--- src/rtl/ray_tag_dispatcher_pkg.sv ---
// Shared types for the normalization front end: ray direction, tagged ray and dispatcher state.
// Q_BITS only sets the fixed-point scale; nothing in the dispatcher does arithmetic on it.
package ray_tag_dispatcher_pkg;

    localparam int WIDTH    = 16;
    localparam int Q_BITS   = 14;
    localparam int TAG_SIZE = 5;

    localparam logic [WIDTH-1:0] ONE_FX = WIDTH'(1) << Q_BITS;

    typedef struct packed {
        logic signed [WIDTH-1:0] x;
        logic signed [WIDTH-1:0] y;
        logic signed [WIDTH-1:0] z;
    } ray_dir_t;

    typedef struct packed {
        logic [TAG_SIZE-1:0] tag;
        ray_dir_t            dir;
    } tagged_ray_t;

    typedef enum logic [1:0] {
        ST_RUN   = 2'd0,
        ST_DRAIN = 2'd1,
        ST_DONE  = 2'd2
    } disp_state_t;

endpackage

--- src/rtl/ray_tag_dispatcher_credit_counter.sv ---
// Up/down saturating occupancy counter; count updates one cycle after inc/dec.
// No backpressure of its own: o_at_limit is for the owner to stall inc, o_underflow is sticky.
module ray_tag_dispatcher_credit_counter #(
    parameter int MAX = 32,
    localparam int CW = $clog2(MAX + 1)
) (
    input  logic          clk,
    input  logic          reset,
    input  logic          i_inc,
    input  logic          i_dec,
    output logic [CW-1:0] o_count,
    output logic          o_at_limit,
    output logic          o_underflow
);

    logic [CW-1:0] r_count;
    logic          r_underflow;
    logic          w_at_limit;
    logic          w_empty;

    assign w_at_limit = (r_count == CW'(MAX));
    assign w_empty    = (r_count == '0);

    always_ff @(posedge clk) begin
        if (reset) begin
            r_count     <= '0;
            r_underflow <= 1'b0;
        end else begin
            // Simultaneous inc and dec cancel, including at zero.
            case ({i_inc, i_dec})
                2'b10: begin
                    if (!w_at_limit) begin
                        r_count <= r_count + 1'b1;
                    end
                end
                2'b01: begin
                    if (w_empty) begin
                        r_underflow <= 1'b1;
                    end else begin
                        r_count <= r_count - 1'b1;
                    end
                end
                default: begin
                end
            endcase
        end
    end

    assign o_count     = r_count;
    assign o_at_limit  = w_at_limit;
    assign o_underflow = r_underflow;

endmodule

--- src/rtl/ray_tag_dispatcher.sv ---
// Tags accepted rays sequentially and issues a start pulse one cycle after accept.
// Upstream stalls via combinational in_ready when credits run out or a drain is requested.
module ray_tag_dispatcher
    import ray_tag_dispatcher_pkg::*;
#(
    parameter int MAX_INFLIGHT = 32,
    parameter int ROB_DEPTH    = 32
) (
    input  logic                                 clk,
    input  logic                                 reset,
    input  logic                                 in_valid,
    output logic                                 in_ready,
    input  ray_dir_t                             ray_in,
    output logic                                 issue_valid,
    output tagged_ray_t                          issue_out,
    input  logic                                 retire,
    input  logic                                 drain_req,
    output logic                                 drained,
    output logic [$clog2(MAX_INFLIGHT + 1)-1:0]  inflight,
    output logic                                 retire_err
);

    localparam int CW = $clog2(MAX_INFLIGHT + 1);

    if (MAX_INFLIGHT < 1 || MAX_INFLIGHT > (1 << TAG_SIZE) || MAX_INFLIGHT > ROB_DEPTH) begin : g_cfg_check
        $error("ray_tag_dispatcher: MAX_INFLIGHT must be 1..min(2**TAG_SIZE, ROB_DEPTH)");
    end

    disp_state_t         r_state;
    logic                r_issue_valid;
    tagged_ray_t         r_issue_out;
    logic [TAG_SIZE-1:0] r_next_tag;
    logic                r_drained;

    logic                w_in_ready;
    logic                w_accept;
    logic [CW-1:0]       w_inflight;
    logic                w_at_limit;
    logic                w_underflow;

    // Ready looks only at registered occupancy, so a same-cycle retire never shortens the path.
    assign w_in_ready = !reset && (r_state == ST_RUN) && !w_at_limit && !drain_req;
    assign w_accept   = in_valid && w_in_ready;

    ray_tag_dispatcher_credit_counter #(
        .MAX (MAX_INFLIGHT)
    ) u_credits (
        .clk         (clk),
        .reset       (reset),
        .i_inc       (w_accept),
        .i_dec       (retire),
        .o_count     (w_inflight),
        .o_at_limit  (w_at_limit),
        .o_underflow (w_underflow)
    );

    always_ff @(posedge clk) begin
        if (reset) begin
            r_state       <= ST_RUN;
            r_issue_valid <= 1'b0;
            r_issue_out   <= '0;
            r_next_tag    <= '0;
            r_drained     <= 1'b0;
        end else begin
            r_issue_valid <= w_accept;
            if (w_accept) begin
                r_issue_out <= '{tag: r_next_tag, dir: ray_in};
                r_next_tag  <= TAG_SIZE'(r_next_tag + 1'b1);
            end

            case (r_state)
                ST_RUN: begin
                    if (drain_req) begin
                        r_state <= ST_DRAIN;
                    end
                end
                ST_DRAIN: begin
                    if (w_inflight == '0 && !r_issue_valid) begin
                        r_state   <= ST_DONE;
                        r_drained <= 1'b1;
                    end
                end
                ST_DONE: begin
                    if (!drain_req) begin
                        r_state   <= ST_RUN;
                        r_drained <= 1'b0;
                    end
                end
                default: begin
                    r_state   <= ST_RUN;
                    r_drained <= 1'b0;
                end
            endcase
        end
    end

    assign in_ready    = w_in_ready;
    assign issue_valid = r_issue_valid;
    assign issue_out   = r_issue_out;
    assign drained     = r_drained;
    assign inflight    = w_inflight;
    assign retire_err  = w_underflow;

endmodule

--- config.mk ---
export PLATFORM = sky130hd
export DESIGN_NAME = ray_tag_dispatcher
export DESIGN_NICKNAME = d
export VERILOG_FILES = /design/src/rtl/ray_tag_dispatcher_pkg.sv /design/src/rtl/ray_tag_dispatcher_credit_counter.sv /design/src/rtl/ray_tag_dispatcher.sv
export SDC_FILE = /design/constraint.sdc
export NUM_CORES = 1
export LEC_CHECK = 0
export ABC_AREA = 1
export ABC_CLOCK_PERIOD_IN_PS = 2800
export BUFFER_PORTS_ARGS = -buffer_cell sky130_fd_sc_hd__buf_2
export CORE_MARGIN = 3
export CORE_UTILIZATION = 41
export CTS_CLUSTER_DIAMETER = 150
export DETAILED_ROUTE_END_ITERATION = 10
export PLACE_DENSITY = 0.7
export SLEW_MARGIN = 20
export SYNTH_ARGS = -nofsm -noshare
export SYNTH_HDL_FRONTEND = slang
export SYNTH_SLANG_ARGS = --single-unit
--- constraint.sdc ---
create_clock -name clk -period 2.8 [get_ports clk]
set_input_delay 0.56 -clock clk [delete_from_list [all_inputs] [get_ports clk]]
set_output_delay 0.56 -clock clk [all_outputs]
set_load 0.02 [all_outputs]
Word level (Yosys, flattened, before mapping)
Cells that the tools add are included.
{"block": "totals", "register_bits": 69, "latch_bits": 0, "mem_bits_rw": 0, "romBits": 0, "input_bits": 53, "mem_count": 0}
{"block": "classes", "add_sub_neg": 3, "multipliers": 0, "div_mod_pow": 0, "n_lt_le_gt_ge": 0, "n_eq_ne": 10, "shift": 0, "mux": 10, "bitwise": 1, "reduce_logical": 16}
{"operator": "$mux 6", "count": 2}
{"operator": "$pmux 6 s2", "count": 1}
{"operator": "$ne 2x2->1 const B", "count": 5}
{"operator": "$reduce_and 3->1", "count": 3}
{"operator": "$add 6x1->6 const B", "count": 1}
{"operator": "$eq 6x6->1 const B", "count": 1}
{"operator": "$logic_not 6->1", "count": 1}
{"operator": "$mux 2", "count": 3}
{"operator": "$pmux 2 s3", "count": 1}
{"operator": "$sub 6x1->6 const B", "count": 1}
{"operator": "$add 5x1->5 const B", "count": 1}
{"operator": "$logic_and 1x1->1", "count": 5}
{"operator": "$eq 2x1->1 const B", "count": 2}
{"operator": "$eq 2x2->1 const B", "count": 2}
{"operator": "$logic_not 1->1", "count": 4}
{"operator": "$pmux 1 s3", "count": 1}
{"operator": "$logic_not 2->1", "count": 1}
{"operator": "$mux 1", "count": 2}
{"operator": "$reduce_and 2->1", "count": 1}
{"operator": "$reduce_bool 2->1", "count": 1}
{"operator": "$not 1->1", "count": 1}

Longest topological paths before layout
{"block": "logic_depth", "ltp_word": 8, "mapped_depth": 15}

By module
A second synthesis with hierarchy kept.
{"block": "hier_totals", "cells_unflattened": 372, "hier_area_um2": 2816.5}
{"module": "ray_tag_dispatcher", "n_inst": 1, "cells_each": 286, "area_per_inst_um2": 2296.0, "seq_area_each_um2": 1241.2}
{"module": "ray_tag_dispatcher_credit_counter", "n_inst": 1, "cells_each": 86, "area_per_inst_um2": 520.5, "seq_area_each_um2": 140.1}

Worst setup path after synthesis
No wires, ideal clock.
{"block": "synth_timing", "path_kind": "input to register", "from": "input port reset", "to": "register u_credits.r_count[5], in the netlist u_credits.o_count[5]", "setup_time_ns": 0.114, "arrival_ns": 2.540, "path_slack_ns": 0.146, "cell_stages": 13, "path_buffers": 2, "cell_sequence": "buf_2 -> nor3_4 -> nand3_2 -> buf_2 -> ha_1 -> ha_1 -> or2_2 -> nand3_1 -> nand2_1 -> nand2_1 -> nand2_1 -> nor2_1 -> nor2_1"}
{"block": "synth_via", "elab_chain_cells": 8, "word_cells_on_any_way": 12, "classes_between": "eq/ne (4); mux (1); reduce/logical (7)"}
{"item": "start, declared", "line": "ray_tag_dispatcher.sv:10", "source": "input logic reset,"}
{"item": "$logic_not 1->1", "line": "ray_tag_dispatcher.sv:42", "source": "assign w_in_ready = !reset && (r_state == ST_RUN) && !w_at_limit && !drain_req;"}
{"item": "$logic_and 1x1->1 (3 in series)", "line": "ray_tag_dispatcher.sv:42"}
{"item": "$logic_and 1x1->1", "line": "ray_tag_dispatcher.sv:43", "source": "assign w_accept = in_valid && w_in_ready;"}
{"item": "$eq 2x1->1 / $eq 2x2->1 (equally long branches)", "line": "ray_tag_dispatcher_credit_counter.sv:30", "source": "case ({i_inc, i_dec})"}
{"item": "$ne 2x2->1 (no line) / $reduce_bool 2->1 (equally long branches)"}
{"item": "$reduce_and 3->1 (no line)"}
{"item": "end signal, assigned", "line": "ray_tag_dispatcher_credit_counter.sv:33", "source": "r_count <= r_count + 1'b1;"}
{"item": "end signal, assigned", "line": "ray_tag_dispatcher_credit_counter.sv:40", "source": "r_count <= r_count - 1'b1;"}
{"item": "end, declared", "line": "ray_tag_dispatcher_credit_counter.sv:16", "source": "logic [CW-1:0] r_count;"}
Several ways; a longest one is shown, not always the timed one.
A chain may end at the register's enable or synchronous reset.

Worst setup path after layout
{"block": "layout_timing", "from": "register u_credits.r_count[5], in the netlist u_credits.o_count[5]", "to": "register u_credits.r_count[4], in the netlist u_credits.o_count[4]"}
{"block": "layout_via", "elab_chain_cells": 8, "word_cells_on_any_way": 13, "classes_between": "eq/ne (5); mux (1); reduce/logical (7)"}
{"item": "$eq 6x6->1", "line": "ray_tag_dispatcher_credit_counter.sv:21", "source": "assign w_at_limit = (r_count == CW'(MAX));"}
{"item": "$logic_not 1->1"}
{"item": "$logic_and 1x1->1 (2 in series)", "line": "ray_tag_dispatcher.sv:42"}
{"item": "$logic_and 1x1->1", "line": "ray_tag_dispatcher.sv:43"}
{"item": "$eq 2x1->1 / $eq 2x2->1 (equally long branches)", "line": "ray_tag_dispatcher_credit_counter.sv:30"}
{"item": "$ne 2x2->1 (no line) / $reduce_bool 2->1 (equally long branches)"}
{"item": "$reduce_and 3->1 (no line)"}
Several ways; a longest one is shown, not always the timed one.

==> impl_metrics.py <==
metrics = {
    "yosys": {
        "syn_avg_cell_area_um2": 7.626,
        "yosysTopAreaCellShare": 0.4909,
        "synth_common_cells": "139 x nand2_1, 69 x dfxtp_1, 64 x a21oi_1, 21 x inv_1, 17 x nor2_1",
        "syn-num-nets": 430,
        "post_synth_instance_area_um2": 2814,
        "yosysMostFrequentCell": "nand2_1",
        "yosysWarnings": 0,
        "synth_top_cell_by_area": "dfxtp_1",
        "synthCells": 369,
        "synthFlopType": "dfxtp_1",
        "seq_area_frac_synth": 0.4909,
        "ys_types": 21,
        "synth_edf_count": 0,
        "ys_top_cells_by_area": "dfxtp_1 49%, nand2_1 19%, a21oi_1 11%",
        "async_flop_share": 0,
        "yosys_register_bits": 69,
    },
    "clocking": {
        "postCtsHoldBufs": 0,
        "cts_setup_buffers": 0,
        "cts_max_level": 3,
        "clkSinkCount": 69,
        "cts_root_buf": "clkbuf_8",
        "cts_buffers": 9,
        "clockBufferDepth": 2,
        "clk_latency_ns": 0.34,
        "cts_resized": 0,
        "cts_tree": "done",
        "path_clk_slew_ns": 0.07,
    },
    "finish": {
        "multi_input_area_um2": 1226,
        "diodes": 0,
        "fin_nets": 542,
        "syn2layout_area_growth_pct": 28.37,
        "seq_area_um2": 1381,
        "fill_cells": 640,
        "drive_above_1_share": 0.2922,
    },
    "sta": {
        "tns_ns": 0,
        "min_period_over_period": 0.8602,
        "slew_violations": 0,
        "skew_ns": 0.01113,
        "slew_headroom": 0.5704,
        "hold_viol": 0,
        "setup_viol": 0,
        "fmax_ghz": 0.4152,
        "setup_slack_ns": 0.3915,
        "rsz0062_at_grt": "false",
        "fin_crit_ns": 2.409,
        "tightest_slew_ns": 0.6444,
    },
    "grt": {
        "grt_first_pass_wirelength_mm": 10.70,
        "antenna_found_initial": 0,
        "grt_pass1_vias": 2378,
        "grt-ovfl-total": 0,
        "grt_max_degree": 63,
        "track_usage": 0.1723,
    },
    "setup_path": {
        "crit_path_max_fanout": 6,
        "cpMostUsedCell": "nor2_1",
        "worstPathRequired_ns": 3.07,
        "critPathKind": "flip-flop to flip-flop",
        "crit_chain": "inv_1 > nor2_1 > nand3_2 > nand3_2 > ha_1 > buf_4 > inv_1 > fa_1 > nand3b_1 > nand2_1 > xor2_1 > nor2_1 > nor2_1",
        "critical_path.max_stage_delay_ns": 0.42,
        "r2r_start": "u_credits.o_count[5]",
        "startpoint": "u_credits.o_count[5]",
        "worst_ep_arrival_time_ns": 2.68,
        "cpMaxStageDelayCell": "dfxtp_1",
        "cp-start-kind": "flip-flop",
        "critPathCaptureType": "flip-flop",
    },
    "place": {
        "post-place-ws_ns": 0.2647,
        "hpwl_mm": 4.548,
        "gp_congestion": 0.8543,
        "io_buffers": 115,
    },
    "floorplanning": {
        "start_util": 0.4332,
        "core-area_um2": 6495,
        "die_area_um2": 7893,
        "fp.dieW_um": 88.85,
        "io_pins": 116,
        "die_height_um": 88.85,
        "num_rows": 29,
    },
    "power": {
        "ir_drop_mv": 0.3292,
        "powerDensity_nw_per_um2": 655.0,
        "leakagePower_nw": 1.720,
    },
    "min_path": {
        "hold_class": "flip-flop to flip-flop",
        "worstHoldStart": "issue_out[50]",
    },
    "detailed_routing": {
        "route.detailed.drc": 0,
        "ant_nets": 0,
        "routedLengthMet1_mm": 3.014,
        "dr_wl_met2_mm": 2.987,
        "highest_layer": "met4",
        "viasPerCell": 4.833,
        "wl_mm": 6.683,
        "wl_met3_um": 575,
        "wl_per_cell_um": 11.87,
        "vias": 2721,
        "first_pass_iters": 4,
        "initialDrtViolationCount": 102,
    },
    "outcome": {
        "status": "finished, final reports clean",
    },
    "job": {
        "cap_violations": 0,
    },
}
-- worst max-delay path, delay by kind of cell, from the launching register on --
kind                       cells  cell delay, ns
and+or+nand+nor                7            0.91
adders and majority gates      2            0.59
DFF                            1            0.42
buffers and inverters          3            0.29
xor gates and xnor gates       1            0.15
-- area by class of cell --
cell class / instances / share of cell area
Sequential cell: 69 / 0.3824
Multi-Input combinational cell: 258 / 0.3395
Inverter: 24 / 0.02563
Clock inverter: 5 / 0.01628
Timing Repair Buffer: 119 / 0.1676
Clock buffer: 11 / 0.04191
Tap cell: 77 / 0.02667
-- state kept, by name, indices dropped and copies added (netlist names) --
signal                 flops
r_state                    2
u_credits.o_underflow      1
issue_valid                1
drained                    1
u_credits.o_count          6
issue_out                 53
r_next_tag                 5
-- power breakdown --
group          internal (W)  leakage [nW]  switching [W]  total (W)
Clock              0.000460         0.102       0.000372   0.000832
Sequential          0.00104         0.560      0.0000417    0.00108
Combinational      0.000167          1.06       0.000289   0.000456
Total               0.00166          1.72       0.000703    0.00237
-- layer usage --
| metal | global-route usage | vias to the layer above |
|---|---|---|
| met5 | 0 | - |
| met4 | 0.07830 | 0 |
| met3 | 0.05680 | 10 |
| met2 | 0.2686 | 91 |
| met1 | 0.2159 | 1219 |
| li1 | - | 1401 |
-- worst paths after layout --
path                               end  slack, ns  cells past startpoint
setup / recovery  u_credits.o_count[4]       0.39                     13
hold / removal           issue_out[50]       0.46                      2
setup reg to reg  u_credits.o_count[4]       0.39                     13
hold reg to reg          issue_out[50]       0.46                      2
-- cell usage in the layout, fill, tap and decap left out, types with 4 or more instances in the layout --
cell type / n
nor2_1: 17
nand3b_1: 4
nand2_1: 139
clkbuf_8: 11
dfxtp_1: 69
buf_2: 115
inv_1: 21
nand3_1: 9
nand4_1: 6
a21oi_1: 64
buf_4: 4
ha_1: 7
-- metrics by stage --
step	power [W]	cells	hold slack, ns	utilization	instance area (µm²)
final	0.002366	563	0.4585	0.5562	3612
after detailed placement	0.001558	547	0.4506	0.5238	3402
after floorplan	0.001418	369	0.4520	-	2814
after CTS	0.002400	563	0.4418	0.5562	3612
after global placement	0.001547	547	0.4402	0.5238	3402
after global routing	0.002502	563	0.4451	0.5562	3612
-- logic make-up (layout without fill, tap and decap cells) --
kind of cell / after synthesis / in the layout / share of synthesized area
AO/OA/AOI/OAI: 65 / 65 / 0.1156
XOR/XNOR: 6 / 6 / 0.01868
buffers and inverters: 42 / 159 / 0.07337
AND/OR/NAND/NOR: 179 / 179 / 0.2632
flip-flops: 69 / 69 / 0.4909
adder cells (fa/ha/maj): 8 / 8 / 0.03824
(Power assumes the default switching activity.)
